**src/rtl/avalon_arb_pkg.sv**
```systemverilog
// Shared definitions for the Avalon-MM arbiter: FSM state codes, default bus
// widths and a one-hot to index helper (requester counts up to 16).
package avalon_arb_pkg;

    localparam logic [0:0] ST_IDLE = 1'b0;
    localparam logic [0:0] ST_BUSY = 1'b1;

    localparam int DEFAULT_ADDR_W = 32;
    localparam int DEFAULT_DATA_W = 32;

    function automatic logic [3:0] onehot_to_idx(input logic [15:0] oh);
        logic [3:0] idx;
        idx = '0;
        for (int i = 0; i < 16; i++) begin
            if (oh[i]) idx = idx | 4'(i);
        end
        return idx;
    endfunction

endpackage

```
**src/rtl/rr_arbiter.sv**
```systemverilog
// Combinational round-robin picker: the first requester after last_grant
// (wrapping at N) wins. Shared with the streaming mux blocks.
module rr_arbiter #(
    parameter int N     = 4,
    parameter int IDX_W = 2
) (
    input  logic [N-1:0]     req,
    input  logic [IDX_W-1:0] last_grant,
    output logic [N-1:0]     gnt_oh,
    output logic [IDX_W-1:0] gnt_idx,
    output logic             any_req
);

    function automatic logic [IDX_W-1:0] wrap_idx(input int v);
        return IDX_W'(v % N);
    endfunction

    always_comb begin
        gnt_oh  = '0;
        gnt_idx = '0;
        any_req = 1'b0;
        for (int off = 1; off <= N; off++) begin
            if (!any_req && req[wrap_idx(int'(last_grant) + off)]) begin
                any_req                                   = 1'b1;
                gnt_oh[wrap_idx(int'(last_grant) + off)]  = 1'b1;
                gnt_idx                                   = wrap_idx(int'(last_grant) + off);
            end
        end
    end

endmodule

```
**src/rtl/avalon_mm_arbiter.sv**
```systemverilog
// Round-robin sharing of one Avalon-MM slave among NUM_MASTERS requesters, one
// transfer per grant. Define AVALON_ARB_LOCK_EN to add req_lock burst holding.
module avalon_mm_arbiter
    import avalon_arb_pkg::*;
#(
    parameter int NUM_MASTERS = 4,
    parameter int ADDR_W      = DEFAULT_ADDR_W,
    parameter int DATA_W      = DEFAULT_DATA_W
) (
    input  logic                          clk,
    input  logic                          reset,
    input  logic [NUM_MASTERS*ADDR_W-1:0] req_address,
    input  logic [NUM_MASTERS-1:0]        req_read,
    input  logic [NUM_MASTERS-1:0]        req_write,
    input  logic [NUM_MASTERS*DATA_W-1:0] req_writedata,
`ifdef AVALON_ARB_LOCK_EN
    input  logic [NUM_MASTERS-1:0]        req_lock,
`endif
    output logic [DATA_W-1:0]             req_readdata,
    output logic [NUM_MASTERS-1:0]        req_waitrequest,
    output logic [ADDR_W-1:0]             avm_address,
    output logic                          avm_read,
    output logic                          avm_write,
    output logic [DATA_W-1:0]             avm_writedata,
    input  logic [DATA_W-1:0]             avm_readdata,
    input  logic                          avm_waitrequest,
    output logic [NUM_MASTERS-1:0]        grant
);

    localparam int IDX_W = (NUM_MASTERS > 1) ? $clog2(NUM_MASTERS) : 1;

    logic [0:0]             state;
    logic [NUM_MASTERS-1:0] grant_q;
    logic [IDX_W-1:0]       g_idx;
    logic [IDX_W-1:0]       last_grant;

    logic [NUM_MASTERS-1:0] pending;
    logic [NUM_MASTERS-1:0] pick_oh;
    logic [IDX_W-1:0]       pick_idx;
    logic                   any_req;
    logic                   busy, g_rd, g_wr, complete, abort, lock_hold;

    assign pending  = req_read | req_write;
    assign busy     = (state == ST_BUSY);
    assign g_rd     = req_read[g_idx];
    assign g_wr     = req_write[g_idx];
    assign complete = busy & (g_rd | g_wr) & ~avm_waitrequest;
    assign abort    = busy & ~(g_rd | g_wr);

`ifdef AVALON_ARB_LOCK_EN
    assign lock_hold = req_lock[g_idx];
`else
    assign lock_hold = 1'b0;
`endif

    rr_arbiter #(.N(NUM_MASTERS), .IDX_W(IDX_W)) u_rr (
        .req        (pending),
        .last_grant (last_grant),
        .gnt_oh     (pick_oh),
        .gnt_idx    (pick_idx),
        .any_req    (any_req)
    );

    // Read+write together is a protocol violation: the write takes priority.
    always_comb begin
        avm_address     = '0;
        avm_writedata   = '0;
        avm_read        = 1'b0;
        avm_write       = 1'b0;
        req_waitrequest = '1;
        if (busy) begin
            avm_address            = req_address[g_idx*ADDR_W +: ADDR_W];
            avm_writedata          = req_writedata[g_idx*DATA_W +: DATA_W];
            avm_write              = g_wr;
            avm_read               = g_rd & ~g_wr;
            req_waitrequest[g_idx] = avm_waitrequest;
        end
    end

    assign req_readdata = avm_readdata;
    assign grant        = grant_q;

    always_ff @(posedge clk) begin
        if (reset) begin
            state      <= ST_IDLE;
            grant_q    <= '0;
            g_idx      <= '0;
            last_grant <= IDX_W'(NUM_MASTERS - 1);
        end else begin
            case (state)
                ST_IDLE: begin
                    if (any_req) begin
                        state   <= ST_BUSY;
                        grant_q <= pick_oh;
                        g_idx   <= pick_idx;
                    end
                end
                default: begin
                    if (abort) begin
                        state   <= ST_IDLE;
                        grant_q <= '0;
                    end else if (complete) begin
                        last_grant <= g_idx;
                        if (!lock_hold) begin
                            state   <= ST_IDLE;
                            grant_q <= '0;
                        end
                    end
                end
            endcase
        end
    end

endmodule
```
**config.mk**
```make
export PLATFORM = sky130hd
export DESIGN_NAME = avalon_mm_arbiter
export DESIGN_NICKNAME = d
export VERILOG_FILES = /design/src/rtl/avalon_arb_pkg.sv /design/src/rtl/rr_arbiter.sv /design/src/rtl/avalon_mm_arbiter.sv
export SDC_FILE = /design/constraint.sdc
export NUM_CORES = 1
export LEC_CHECK = 0
export CAP_MARGIN = 20
export CORE_AREA = 5 5 155 157
export CTS_CLUSTER_DIAMETER = 60
export DETAILED_ROUTE_END_ITERATION = 8
export DIE_AREA = 0 0 160 162
export PLACE_DENSITY = 0.58
export SYNTH_ARGS = -nofsm -noshare
export SYNTH_HDL_FRONTEND = slang
export SYNTH_SLANG_ARGS = --single-unit
```
**constraint.sdc**
```tcl
create_clock -name clk -period 3.5 [get_ports clk]
set_clock_uncertainty 0.05 [all_clocks]
set_input_delay 0.7 -clock clk [delete_from_list [all_inputs] [get_ports clk]]
set_output_delay 0.7 -clock clk [all_outputs]
set_load 0.03 [all_outputs]
```
Word-level counts from Yosys, hierarchy flattened:

Index checks and enable logic that the tools add are counted.

* flip-flop bits (word level): 9
* input bits: 299
* word-level logic and storage cells: 99
* output and inout port bits: 106

* magnitude comparators: 10
* add/sub/neg operators: 4
* equal/unequal tests: 1
* muxes and demuxes: 47
* reductions and logical operators: 15
* shifts and indexed selects: 2
* bitwise logic cells: 16

Operators by type and width (count)
* 128-bit by 8-bit variable part select with 32-bit output: 2
* 32-bit 2-to-1 mux: 2
* 4-bit 2-to-1 mux: 9
* 1-bit 2-to-1 mux: 21
* 4-bit OR: 5
* 2-bit by 3-bit less-than comparator with 1-bit output (second input constant): 5
* 1-bit binary-select mux with 2-bit select: 6
* 1-bit demux with 2-bit select: 5
* 2-bit by 1-bit greater-or-equal comparator with 1-bit output (second input constant): 5
* 1-bit logical AND: 8
* 2-bit 2-to-1 mux: 4
* 1-bit inverter: 5
* 2-bit by 1-bit adder with 2-bit output (second input constant): 2
* 2-bit adder (second input constant): 2
* 1-bit bitwise AND: 4
* 4-bit inverter: 1
* 2-bit AND reduction: 2
* 1-bit zero test: 3
* 3-bit by 1-bit inequality test with 1-bit output (second input constant): 1
* 3-bit AND reduction: 1
* 2-bit nonzero test: 1
* 1-bit OR: 1

Longest topological paths before layout:

* depth after elaboration: 15
* mapped depth: 9
* depth with buffers taken out: 7

Modules after synthesis:

From an unflattened synthesis, not the netlist that was laid out.

* cells, all modules: 319
* area, all modules: 3311.9 um2

By module, submodules not included
* avalon_mm_arbiter: times used 1, cells an instance 233, area each 2682.6 um2, sequential area each 180.2 um2
* rr_arbiter: times used 1, cells an instance 86, area each 629.4 um2, sequential area each 0.0 um2

Worst setup path after synthesis:

Ideal clock, no wire load.

* path kind: register -> register
* start point: register last_grant[0]
* end point: register grant_q[3] (netlist: grant[3])
* path slack: 0.890 ns
* data arrival time: 2.436 ns
* library setup time: 0.124 ns
* period minus slack after synthesis: 2.610 ns
* cell stages (with the launch flop): 10
* cell sequence: dfxtp_1 -> buf_2 -> clkinv_1 -> ha_1 -> clkbuf_2 -> o21ai_0 -> o211ai_1 -> nand2_1 -> a32o_1 -> a2111o_1

* word-level cells in the longest chain between the ends: 15
* elaborated cells on any way between the ends: 53

Ends and longest elaborated chain
* from (decl): line avalon_mm_arbiter.sv:35 `logic [IDX_W-1:0] last_grant;`
* from (signal assigned): line avalon_mm_arbiter.sv:88 `last_grant <= IDX_W'(NUM_MASTERS - 1);`
* from (signal assigned): line avalon_mm_arbiter.sv:103 `last_grant <= g_idx;`
* parallel branches: the longest is 15 deep, another holds 2-bit by 3-bit less-than comparator with 1-bit output
* to (signal assigned): line avalon_mm_arbiter.sv:94 `grant_q <= pick_oh;`
* to (decl): line avalon_mm_arbiter.sv:33 `logic [NUM_MASTERS-1:0] grant_q;`

Parallel ways; which one is timed is not known. The select of a mux whose other input is x is not followed.
A chain may end at the register's enable or synchronous reset.

Worst setup path in the final report:

* start point: input req_write[3]
* end point: output avm_read

* word-level cells in the longest chain between the ends: 5

Ends and longest elaborated chain
* from (decl): line avalon_mm_arbiter.sv:14 `input logic [NUM_MASTERS-1:0] req_write,`
* 1-bit binary-select mux with 2-bit select: line avalon_mm_arbiter.sv:46 `assign g_wr = req_write[g_idx];`
* 1-bit 2-to-1 mux (not written as such): line avalon_mm_arbiter.sv:46
* 1-bit inverter: line avalon_mm_arbiter.sv:75 `avm_read = g_rd & ~g_wr;`
* 1-bit bitwise AND: line avalon_mm_arbiter.sv:75
* 1-bit 2-to-1 mux: line avalon_mm_arbiter.sv:71 `if (busy) begin`
* to (decl): line avalon_mm_arbiter.sv:22 `output logic avm_read,`

Every way passes these cells. The select of a mux whose other input is x is not followed.

==> flow_summary.toml <==
[timing]
rsz0062_at_grt = "false"
worst_margin_pin_slew_ns = 0.6062
timing.hold.ws_ns = 0.5397
totalNegativeSetupSlack_ns = 0
final_hold_viol_count = 0
post-route-period-util_pct = 94.85
final-max-slew-violation-count = 0
fmax_mhz = 301.2
final_min_period_ns = 3.320
post-route-worst-setup-slack_ns = 0.1803
max_slew_margin_pct = 59.44
total_setup_violations_reported_at_the_end_of_the_flow = 0

[route]
drt-initial-drc-count = 334
router_iterations_before_antenna_repair = 4
routed-via-count = 3881
drt_wl_total_mm = 18.72
wl_per_instance_microns = 21.13
detail_route.drc_violations = 0
antenna_left = 0
detail_route.vias_per_cell = 4.380

[clock_tree]
ctsHtreeMaxLevel = 1
clk_pin_slew_ns = 0.04
postCtsHoldBufs = 0
cts_sink_count = 9
ctsResizeCount = 0
clock-root-buffer = "sky130_fd_sc_hd__clkbuf_16"
post_cts_buffers = 0
cts_made_buffers = 3
clockBufferDepth = 2
worst_skew_pair.late_latency_ns = 0.24
cts_tree = "built"

[run_status]
outcome = "completed"

[floorplanning]
rows = 55
floorplan.initialDensity_pct = 14.13
die-width_microns = 160
design.core.area_sq_um = 22370
count_of_boundary_i_o_pins = 405
die-area_sq_um = 25920
die_y_microns = 162

[synth]
seq_area_frac_synth_pct = 5.703
synth_warnings = 0
syn-mean-instance-area_sq_um = 10.39
netlist_instances = 304
synth-edff-count = 0
synth_seq_cells = 9
yosys_most_used_dff = "sky130_fd_sc_hd__dfxtp_1"
asyncSetResetFlopFracSynth_pct = 0
post_synthesis_cell_type_count = 41
mappedNetlistNets = 611
synth_area_sq_um = 3159

[final_layout]
design_area_sq_um = 6797
layout.filler_cells = 2328
layout_common_cells = "sky130_fd_sc_hd__clkdlybuf4s50_1 (340), sky130_fd_sc_hd__mux4_2 (68), sky130_fd_sc_hd__and2_1 (65)"
antenna-diode-count = 0
nets = 909
mostFrequentLayoutCell = "sky130_fd_sc_hd__clkdlybuf4s50_1"
syn_to_final_growth_pct = 115.1
drive_above_1_share_pct = 15.81

[run]
maxCapViolations = 0

[place]
portBuffers = 340
place.gp.congestion = 0.8310
place_ws_ns = 0.1744
post_dp_cell_area_sq_um = 6718
detailedPlacementHpwl_mm = 16.29

[grt]
number_of_antenna_violations_at_the_first_check_in_global_routing = 6
wire_length_of_the_first_global_routing_pass_mm = 26.85
pin_count_of_the_biggest_net_entering_global_routing = 42
overall_overflow_remaining_after_global_route = 0
groute.usage.overall_pct = 13.36
grt_pass1_vias = 4119

[worst_setup_path]
critical_path.endpoint_type = "output pin"
crit_path_max_fanout = 6
timing.critical_path.from_type = "input port"
timing.setup.critical_path_class = "in2out"
required_ns = 2.75
regToRegSetupSlack_ns = 0.72
timing.critical_path.arrival_ns = 2.57

[power]
p_leak_nw = 2.324
power_density_nw_per_um2 = 241.3
ir_worst_vdd_mv = 0.1105

[min_path]
holdCritPathClass = "reg2reg"
-- synth_stat cells, types with 3 or more instances --
cell                       instances  area, sq um
sky130_fd_sc_hd__o211ai_1          6        45.04
sky130_fd_sc_hd__mux4_2           68         1531
sky130_fd_sc_hd__and3_1            3        18.77
sky130_fd_sc_hd__nor2_1           16        60.06
sky130_fd_sc_hd__nand2_1          10        37.54
sky130_fd_sc_hd__buf_4            32        240.2
sky130_fd_sc_hd__and2_1           65        406.6
sky130_fd_sc_hd__a32o_1            4        40.04
sky130_fd_sc_hd__o21ai_0           6        30.03
sky130_fd_sc_hd__nor3_1            3        15.01
sky130_fd_sc_hd__nor3b_1           4        30.03
sky130_fd_sc_hd__nand3_1           3        15.01
sky130_fd_sc_hd__dfxtp_1           9        180.2
sky130_fd_sc_hd__clkbuf_1         27        101.4
sky130_fd_sc_hd__a32oi_1           4        35.03
sky130_fd_sc_hd__or2_2             3        18.77
sky130_fd_sc_hd__a2111o_1          4        45.04
sky130_fd_sc_hd__ha_1              8        100.1
-- report_power, final --
part / internal, W / total (W) / switching, W
clock network: 0.000153 / 0.000206 / 0.0000534
logic: 0.000753 / 0.00128 / 0.000526
registers: 0.000116 / 0.000155 / 0.0000388
-- critical path, cell delays in order --
cell	delay, ns
sky130_fd_sc_hd__clkdlybuf4s50_1	0.49
sky130_fd_sc_hd__mux4_2	0.57
sky130_fd_sc_hd__nor2_1	0.13
sky130_fd_sc_hd__clkdlybuf4s50_1	0.68
-- worst paths after layout --
path	from	end	cells after the start
setup / recovery	req_write[3]	avm_read	4
hold / removal	g_idx[1]	g_idx[1]	2
setup reg to reg	last_grant[0]	grant[3]	7
hold reg to reg	g_idx[1]	g_idx[1]	2
-- area by class of cell --
cell class	count	area, sq um	share of cell area, %
multi-input cells	230	2604	38.31
flip-flops and latches	9	188.9	2.780
clock buffers	4	78.83	1.160
well taps	285	356.6	5.247
inverters	2	7.507	0.1105
repair buffers	356	3561	52.39
-- sequential cells by signal, summed over array words and instances, names as in the netlist --
register    flops
grant           4
g_idx           2
last_grant      2
busy            1
-- logic make-up (layout without fill, tap and decap cells) --
group | after synthesis | in the layout | synth area share (%)
AO/OA/AOI/OAI | 37 | 37 | 9.386
adder cells (fa/ha/maj) | 8 | 8 | 3.168
buffers and inverters | 65 | 362 | 11.88
flip-flops | 9 | 9 | 5.703
multiplexers | 68 | 68 | 48.48
AND/OR/NAND/NOR | 117 | 117 | 21.39
-- per-layer routing --
metal / GRT usage (%) / wire (microns) / up-vias
li1: - / - / 1758
met3: 5.506 / 2106 / 31
met4: 2.777 / 284 / 12
met5: 0 / 83 / -
met2: 23.04 / 9161 / 252
met1: 15.67 / 7084 / 1828
-- metrics by stage --
step / util [%] / power [W] / instances
after floorplan: - / 0.0008963 / 304
after global placement: 30.04 / 0.001452 / 882
after detailed placement: 30.04 / 0.001455 / 882
after CTS: 30.39 / 0.001668 / 886
after global routing: 30.39 / 0.001744 / 886
final: 30.39 / 0.001640 / 886
Note: power is estimated with default switching activity, not from simulation.
